File: config.mk
export PLATFORM = sky130hd
export DESIGN_NAME = fifo_wr_arb
export DESIGN_NICKNAME = d
export VERILOG_FILES = /design/src/rtl/fifo_wr_arb.sv
export SDC_FILE = /design/constraint.sdc
export NUM_CORES = 1
export LEC_CHECK = 0
export CAP_MARGIN = 40
export CORE_MARGIN = 1.5
export CORE_UTILIZATION = 40
export DETAILED_ROUTE_END_ITERATION = 16
export PLACE_DENSITY = 0.74
export SLEW_MARGIN = 20
export SYNTH_ARGS = -nofsm -noshare
export SYNTH_HDL_FRONTEND = slang
export SYNTH_SLANG_ARGS = --single-unit
File: constraint.sdc
create_clock -name clk -period 4.2 [get_ports clk]
set_input_delay 0.42 -clock clk [delete_from_list [all_inputs] [get_ports clk]]
set_output_delay 0.42 -clock clk [all_outputs]
set_load 0.1 [all_outputs]
File: src/rtl/fifo_wr_arb.sv
// Round-robin arbiter sharing one asynchronous-FIFO write port among NUM_REQ
// requesters in the write clock domain. A grant lasts up to BURST_MAX beats,
// or ends early on the owner's last beat or when the owner drops its request.
// On release the next owner is picked in the same cycle, so there is no idle
// bubble between bursts. A full FIFO stalls the owner without preemption.
module fifo_wr_arb #(
    parameter int DATA_WIDTH = 8,
    parameter int NUM_REQ    = 4,
    parameter int BURST_MAX  = 4,
    parameter int OWN_W      = $clog2(NUM_REQ)
) (
    input  logic                          clk,
    input  logic                          rst,
    input  logic [NUM_REQ-1:0]            req,
    input  logic [NUM_REQ*DATA_WIDTH-1:0] req_data,
    input  logic [NUM_REQ-1:0]            req_last,
    output logic [NUM_REQ-1:0]            ack,
    input  logic                          wr_full,
    output logic                          wr_en,
    output logic [DATA_WIDTH-1:0]         wr_data,
    output logic                          busy,
    output logic [OWN_W-1:0]              owner
);

    localparam int CNT_W = $clog2(BURST_MAX) + 1;
    localparam logic [CNT_W-1:0] LAST_BEAT  = CNT_W'(BURST_MAX - 1);
    localparam logic [OWN_W-1:0] OWNER_INIT = OWN_W'(NUM_REQ - 1);

    localparam logic [0:0] ST_IDLE = 1'b0;
    localparam logic [0:0] ST_OWN  = 1'b1;

    logic [0:0]         state;
    logic [OWN_W-1:0]   last_owner;
    logic [CNT_W-1:0]   beat_cnt;

    logic               owner_req;
    logic               owner_last;
    logic               beat_ok;
    logic               release_now;
    logic [NUM_REQ-1:0] rel_req;

    logic               idle_hit;
    logic [OWN_W-1:0]   idle_win;
    logic               rel_hit;
    logic [OWN_W-1:0]   rel_win;

    // Round-robin pick: first set bit of r scanning upward from after+1, wrapping.
    // Returns {hit, index}.
    function automatic logic [OWN_W:0] rr_pick(
        input logic [NUM_REQ-1:0] r,
        input logic [OWN_W-1:0]   after
    );
        logic             hit;
        logic [OWN_W-1:0] win;
        int unsigned      idx;
        hit = 1'b0;
        win = '0;
        for (int unsigned k = 1; k <= NUM_REQ; k++) begin
            idx = (int'(after) + k) % NUM_REQ;
            if (!hit && r[idx]) begin
                hit = 1'b1;
                win = OWN_W'(idx);
            end
        end
        return {hit, win};
    endfunction

    // Owner-side views of the request vectors and the release decision.
    always_comb begin
        owner_req  = 1'b0;
        owner_last = 1'b0;
        for (int unsigned i = 0; i < NUM_REQ; i++) begin
            if (owner == OWN_W'(i)) begin
                owner_req  = req[i];
                owner_last = req_last[i];
            end
        end
        beat_ok     = (state == ST_OWN) && owner_req && !wr_full;
        release_now = (state == ST_OWN) &&
                      ((beat_ok && (owner_last || beat_cnt == LAST_BEAT)) || !owner_req);
    end

    // Arbitration candidates: from IDLE the scan follows last_owner; on release
    // the releasing owner becomes last_owner and is masked out for this pick.
    always_comb begin
        rel_req = req;
        for (int unsigned i = 0; i < NUM_REQ; i++) begin
            if (owner == OWN_W'(i)) begin
                rel_req[i] = 1'b0;
            end
        end
        {idle_hit, idle_win} = rr_pick(req, last_owner);
        {rel_hit, rel_win}   = rr_pick(rel_req, owner);
    end

    // Write-port mux: ack only the owner's beat when the FIFO has room.
    always_comb begin
        ack     = '0;
        wr_data = '0;
        for (int unsigned i = 0; i < NUM_REQ; i++) begin
            if (state == ST_OWN && owner == OWN_W'(i)) begin
                ack[i]  = beat_ok;
                wr_data = req_data[i*DATA_WIDTH +: DATA_WIDTH];
            end
        end
        wr_en = |ack;
        busy  = (state == ST_OWN);
    end

    // Grant state machine, owner tracking and per-burst beat counting.
    always_ff @(posedge clk or negedge rst) begin
        if (!rst) begin
            state      <= ST_IDLE;
            owner      <= '0;
            last_owner <= OWNER_INIT;
            beat_cnt   <= '0;
        end else begin
            case (state)
                ST_IDLE: begin
                    if (idle_hit) begin
                        state    <= ST_OWN;
                        owner    <= idle_win;
                        beat_cnt <= '0;
                    end
                end
                ST_OWN: begin
                    if (release_now) begin
                        last_owner <= owner;
                        beat_cnt   <= '0;
                        if (rel_hit) begin
                            owner <= rel_win;
                        end else begin
                            state <= ST_IDLE;
                        end
                    end else if (beat_ok) begin
                        beat_cnt <= beat_cnt + CNT_W'(1);
                    end
                end
                default: begin
                    state <= ST_IDLE;
                end
            endcase
        end
    end

endmodule

==> results of run 1 <==
state kept, by name, summed over array words and instances, names as in the netlist:
register	count
beat_cnt	3
last_owner	2
owner	2
busy	1
per-layer routing:
| metal | vias to the layer above | track usage [%] | share of wire [%] |
|---|---|---|---|
| met5 | - | 0 | 0 |
| met4 | 0 | 3.810 | 1.1 |
| met3 | 6 | 1.515 | 4.4 |
| met2 | 46 | 35.25 | 50 |
| met1 | 701 | 27.68 | 44 |
| li1 | 729 | - | - |
area by class of cell:
type	count	area (µm²)
repair buffers	62	616.8
clock buffers	4	26.28
flip-flops and latches	8	202.7
multi-input cells	140	1003
inverters	11	42.54
well taps	44	55.05
fillers	291	1131
how the worst min path moves through the flow:
stage                     slack (ns)           to        start  cells past startpoint
after detailed placement        0.48  beat_cnt[0]  beat_cnt[0]                      1
final                           0.45     owner[1]          rst                      1
after global placement          0.47  beat_cnt[0]  beat_cnt[0]                      1
after global routing            0.48     owner[1]          rst                      1
after floorplan                 0.12  beat_cnt[0]          rst                      0
after CTS                       0.46  beat_cnt[0]          rst                      1
cells in the final DEF, fill, tap and decap left out, types with 2 or more instances in the layout:
master,instances
buf_4,13
clkbuf_4,3
mux4_2,2
ha_1,7
a21oi_2,3
nor2b_1,2
clkdlybuf4s50_1,45
a21oi_1,20
a221oi_1,4
buf_8,2
a21o_1,3
nand3_1,6
o22ai_1,2
nor2_1,12
and2_2,5
mux2i_1,6
nand3b_1,7
or3_1,3
o21ai_0,7
dfrtp_1,6
a211o_1,3
dfstp_2,2
a31oi_1,3
mux2_4,3
inv_1,10
nand2_1,19
per-stage QoR:
step	worst slack (ns)	hold slack (ns)	utilization, %	cell area (µm²)	std cells
4_1_cts	0.6913	0.4568	62.89	1936	268
5_1_grt	0.4918	0.4775	63.25	1947	269
6_report	0.7235	0.4514	63.25	1947	269
3_3_place_gp	1.095	0.4659	60.16	1852	261
2_1_floorplan	0.1424	0.1244	-	1331	171
3_5_place_dp	0.9712	0.4796	62.03	1909	264
cells by family after synthesis:
| group | synth area share, % |
|---|---|
| AO/OA/AOI/OAI | 27.15 |
| adder cells (fa/ha/maj) | 6.692 |
| flip-flops | 15.49 |
| multiplexers | 13.38 |
| buffers and inverters | 9.560 |
| AND/OR/NAND/NOR | 27.73 |
synth_stat cells, drive strengths merged (3+ instances only):
| cell | count |
|---|---|
| mux2 | 4 |
| or3 | 4 |
| mux2i | 7 |
| buf | 7 |
| and2 | 5 |
| ha | 7 |
| nor2b | 4 |
| a211o | 3 |
| inv | 10 |
| a31oi | 3 |
| nand3 | 6 |
| a21oi | 23 |
| o21ai | 8 |
| dfrtp | 6 |
| clkbuf | 5 |
| a221oi | 5 |
| nand3b | 7 |
| nand2 | 19 |
| a21o | 3 |
| nor2 | 12 |
worst reg2reg max path: stages, from the launching register on:
cell and delay (ns):
dfrtp_1 0.55, inv_1 0.32, ha_1 0.67, nor2b_2 0.13
or3_2 0.47, nand3_1 0.10, a32oi_1 0.15, o211ai_2 0.22
mux2_4 0.32
==> results.sh, run 1 <==
export IMPL_fp_dieW_um=60.20
export IMPL_num_rows=20
export IMPL_slowest_delay_ns=0.65
export IMPL_detail_route_antenna_nets=0
export IMPL_cp_arrival_ns=3.06
export IMPL_grt_max_degree=24
export IMPL_ys_seq_area_share_pct=15.49
export IMPL_insertion_delay_ns=0.25
export IMPL_hold_path_class="input pin to asynchronous set/reset pin"
export IMPL_synth_area_per_cell_um2=7.654
export IMPL_endpoint_kind="output pin"
export IMPL_path_buf_inv=2
export IMPL_cp_start_kind="register"
export IMPL_start_util_pct=42.52
export IMPL_ys_warn_count=0
export IMPL_slew_violations=0
export IMPL_clk_pin_slew_ns=0.06
export IMPL_grt_use_total_pct=20.36
export IMPL_drive_gt1_share_pct=20.89
export IMPL_path_cells="inv_1, ha_1, nor3b_1, a21oi_1, o31a_2, nor3b_4, and2_2, buf_4"
export IMPL_area_growth_pct=48.76
export IMPL_asyncSetResetFlopFracSynth_pct=100.0
export IMPL_drc=0
export IMPL_die_h_um=60.20
export IMPL_post_cts_buffers=0
export IMPL_hold_viol_final=0
export IMPL_timing_fmax_ghz=0.2876
export IMPL_path_class="register to output pin"
export IMPL_crit_required_ns=3.78
export IMPL_synth_fp_nets=221
export IMPL_fin_nets=276
export IMPL_r2r_end="owner[0]"
export IMPL_wl_per_cell_um=14.23
export IMPL_rsz0062_at_grt="false"
export IMPL_grt_pass1_vias=1297
export IMPL_antennaDiodeCount=0
export IMPL_dr_pass1_iters=4
export IMPL_ys_flop_type="dfrtp_1"
export IMPL_cts_hold_fix_buffers=0
export IMPL_endpoint="ack[1]"
export IMPL_root_buffer="clkbuf_4"
export IMPL_place_hpwl_um=2993
export IMPL_r2r_worst_path_cells=8
export IMPL_clock_skew_ns=0.004334
export IMPL_post_cts_resized=0
export IMPL_outcome="completed"
export IMPL_port_buffers=58
export IMPL_yosysTopAreaCell="dfrtp_1"
export IMPL_maxCapViolations=0
export IMPL_drtIter0Drc=41
export IMPL_synthDistinctLibCells=52
export IMPL_tns_ns=0
export IMPL_crit_fanout=22
export IMPL_slew_headroom_pct=53.61
export IMPL_crit_start="owner[0]"
export IMPL_ios=59
export IMPL_core_um2=3078
export IMPL_worst_pin_slew_ns=0.6959
export IMPL_vias=1482
export IMPL_crit_family="simple AND/OR/NAND/NOR gates"
export IMPL_dieArea_um2=3624
export IMPL_clockBufferDepth=2
export IMPL_gp_congestion=0.9249
export IMPL_cts_made_buffers=3
export IMPL_drt_wl_total_um=3829
export IMPL_synthCells=171
export IMPL_drt_vias_per_instance=5.509
export IMPL_layout_worst_path_cycle_share_pct=82.77
export IMPL_overflow=0
export IMPL_ys_ff_latch=8
export IMPL_synth_edff_count=0
export IMPL_grt_pass1_wl_um=5727
export IMPL_cts_max_level=1
export IMPL_synth_area_leaders="dfrtp_1 11%, a21oi_1 8.8%, ha_1 6.7%, nand2_1 5.4%, mux2i_1 4.6%"
export IMPL_rrSetupSlack_ns=1.16
export IMPL_worst_path_max_delay_cell="dfrtp_1"
export IMPL_setup_viol=0
export IMPL_syn_area_um2=1309
export IMPL_clock_sinks=8
export IMPL_grt_antenna_before_repair=0
export IMPL_cts_tree="built"
export IMPL_r2r_start="owner[0]"
export IMPL_cp_depth=8
export IMPL_synth_top_area_share_pct=11.47
export IMPL_finalCriticalPeriod_ns=3.476
Power of run 1 is not shown: default switching activity piles up to over one toggle a cycle in this logic, so the estimate is an artifact.
==> run 2, diff against run 1 <==
==> constraint.sdc (replaced) <==
create_clock -name clk -period 3.5 [get_ports clk]
set_input_delay 0.35 -clock clk [delete_from_list [all_inputs] [get_ports clk]]
set_output_delay 0.35 -clock clk [all_outputs]
set_load 0.1 [all_outputs]
==> run 2 against run 1 <==
Highest routed layer unchanged. Non-clock buffer count is the same. Flip-flop and latch count is the same. Hold slack lost 0.090 ns. Sequential share of layout area shrank 0.19 points. Via count grew 0.34%. Clock skew shrank 0.00061 ns. Utilization grew 2.0 points. Largest cell class unchanged.
==> results.sh, run 2 (same netlist as run 1, synthesis figures left out) <==
export IMPL_detail_route_antenna_nets=0
export IMPL_finish_utilization_pct=65.24
export IMPL_drc=0
export IMPL_layout_cells_non_filler=269
export IMPL_layout_worst_path_cycle_share_pct=93.09
export IMPL_hold_path_class="input pin to asynchronous set/reset pin"
export IMPL_setup_viol=0
export IMPL_place_hpwl_um=3266
export IMPL_cp_start_kind="register"
export IMPL_cts_hold_fix_buffers=0
export IMPL_port_buffers=58
export IMPL_dr_pass1_iters=4
export IMPL_cts_made_buffers=3
export IMPL_maxCapViolations=0
export IMPL_path_class="register to output pin"
export IMPL_top_register="beat_cnt"
export IMPL_gp_congestion=0.9293
export IMPL_tns_ns=0
export IMPL_start_util_pct=42.52
export IMPL_reg_largest_list="beat_cnt: 3 flops, last_owner: 2 flops, owner: 2 flops"
export IMPL_drtIter0Drc=51
export IMPL_post_cts_resized=0
export IMPL_setup_ws_ns=0.2418
export IMPL_finalCriticalPeriod_ns=3.258
export IMPL_crit_fanout=22
export IMPL_dieArea_um2=3624
export IMPL_timing_fmax_ghz=0.3069
export IMPL_slew_violations=0
export IMPL_fin_nets=276
export IMPL_fp_dieW_um=60.20
export IMPL_crit_required_ns=3.15
export IMPL_worst_pin_slew_ns=0.7526
export IMPL_grt_max_degree=23
export IMPL_grt_pass1_vias=1403
export IMPL_rrSetupSlack_ns=0.52
export IMPL_r2r_end="owner[0]"
export IMPL_hold_viol_final=0
export IMPL_drt_vias_per_instance=5.528
export IMPL_grt_pass1_wl_um=6368
export IMPL_drive_gt1_share_pct=24.00
export IMPL_endpoint_kind="output pin"
export IMPL_place_ws_ns=0.5473
export IMPL_post_cts_buffers=0
export IMPL_cts_tree="built"
export IMPL_clock_sinks=8
export IMPL_drt_wl_total_um=4129
export IMPL_r2r_worst_path_cells=8
export IMPL_place_detailed_instances=265
export IMPL_clockBufferDepth=2
export IMPL_cts_max_level=1
export IMPL_wl_per_cell_um=15.35
export IMPL_ios=59
export IMPL_insertion_delay_ns=0.26
export IMPL_slew_headroom_pct=49.83
export IMPL_grt_use_total_pct=23.03
export IMPL_num_rows=20
export IMPL_area_growth_pct=53.44
export IMPL_layout_common_cells="45 x clkdlybuf4s50_1, 20 x a21oi_1, 19 x nand2_1"
export IMPL_outcome="completed"
export IMPL_r2r_start="owner[0]"
export IMPL_grt_antenna_before_repair=0
export IMPL_clock_skew_ns=0.003722
export IMPL_root_buffer="clkbuf_4"
export IMPL_rsz0062_at_grt="false"
export IMPL_core_um2=3078
export IMPL_clk_pin_slew_ns=0.06
export IMPL_antennaDiodeCount=0
export IMPL_layout_commonest_cell="clkdlybuf4s50_1"
export IMPL_overflow=0
export IMPL_die_h_um=60.20
export IMPL_crit_start="owner[0]"
export IMPL_cp_arrival_ns=2.91
export IMPL_vias=1487
export IMPL_largest_reg_flops=3
run 2: metrics by stage:
stage          area (µm²)  hold slack (ns)
2_1_floorplan        1346          0.05441
3_3_place_gp         1937           0.4662
3_5_place_dp         1982           0.4864
4_1_cts              2008           0.3653
5_1_grt              2008           0.3749
6_report             2008           0.3614
run 2: final cells by class:
type                            count  area, µm²
Fill cell                         272       1070
Sequential cell                     8      205.2
Clock buffer                        4      26.28
Multi-Input combinational cell    140       1016
Inverter                           11      42.54
Timing Repair Buffer               62      663.1
Tap cell                           44      55.05
run 2: how the worst max path moves through the flow:
stage	to	slack, ns	cells after the start
global placement	ack[2]	0.65	8
finish	ack[1]	0.24	8
global route	ack[1]	0.08	8
floorplan	ack[0]	-0.10	7
CTS	ack[2]	0.26	8
detailed placement	ack[1]	0.55	8
run 2: critical path, stage by stage, from the launching register on:
cell and delay, ns:
dfrtp_2 0.53, inv_1 0.22, ha_1 0.51, nor3b_1 0.26, a21oi_1 0.14, o31a_2 0.22
nor3b_4 0.35, and2_2 0.24, buf_12 0.17
run 2: per-layer routing:
| metal | share of wire [%] | GRT usage [%] |
|---|---|---|
| met4 | 1.6 | 6.667 |
| met3 | 4.2 | 1.732 |
| met2 | 52 | 40.37 |
| met1 | 43 | 29.87 |
| met5 | 0 | 0 |
Power of run 2 is left out for the same reason.
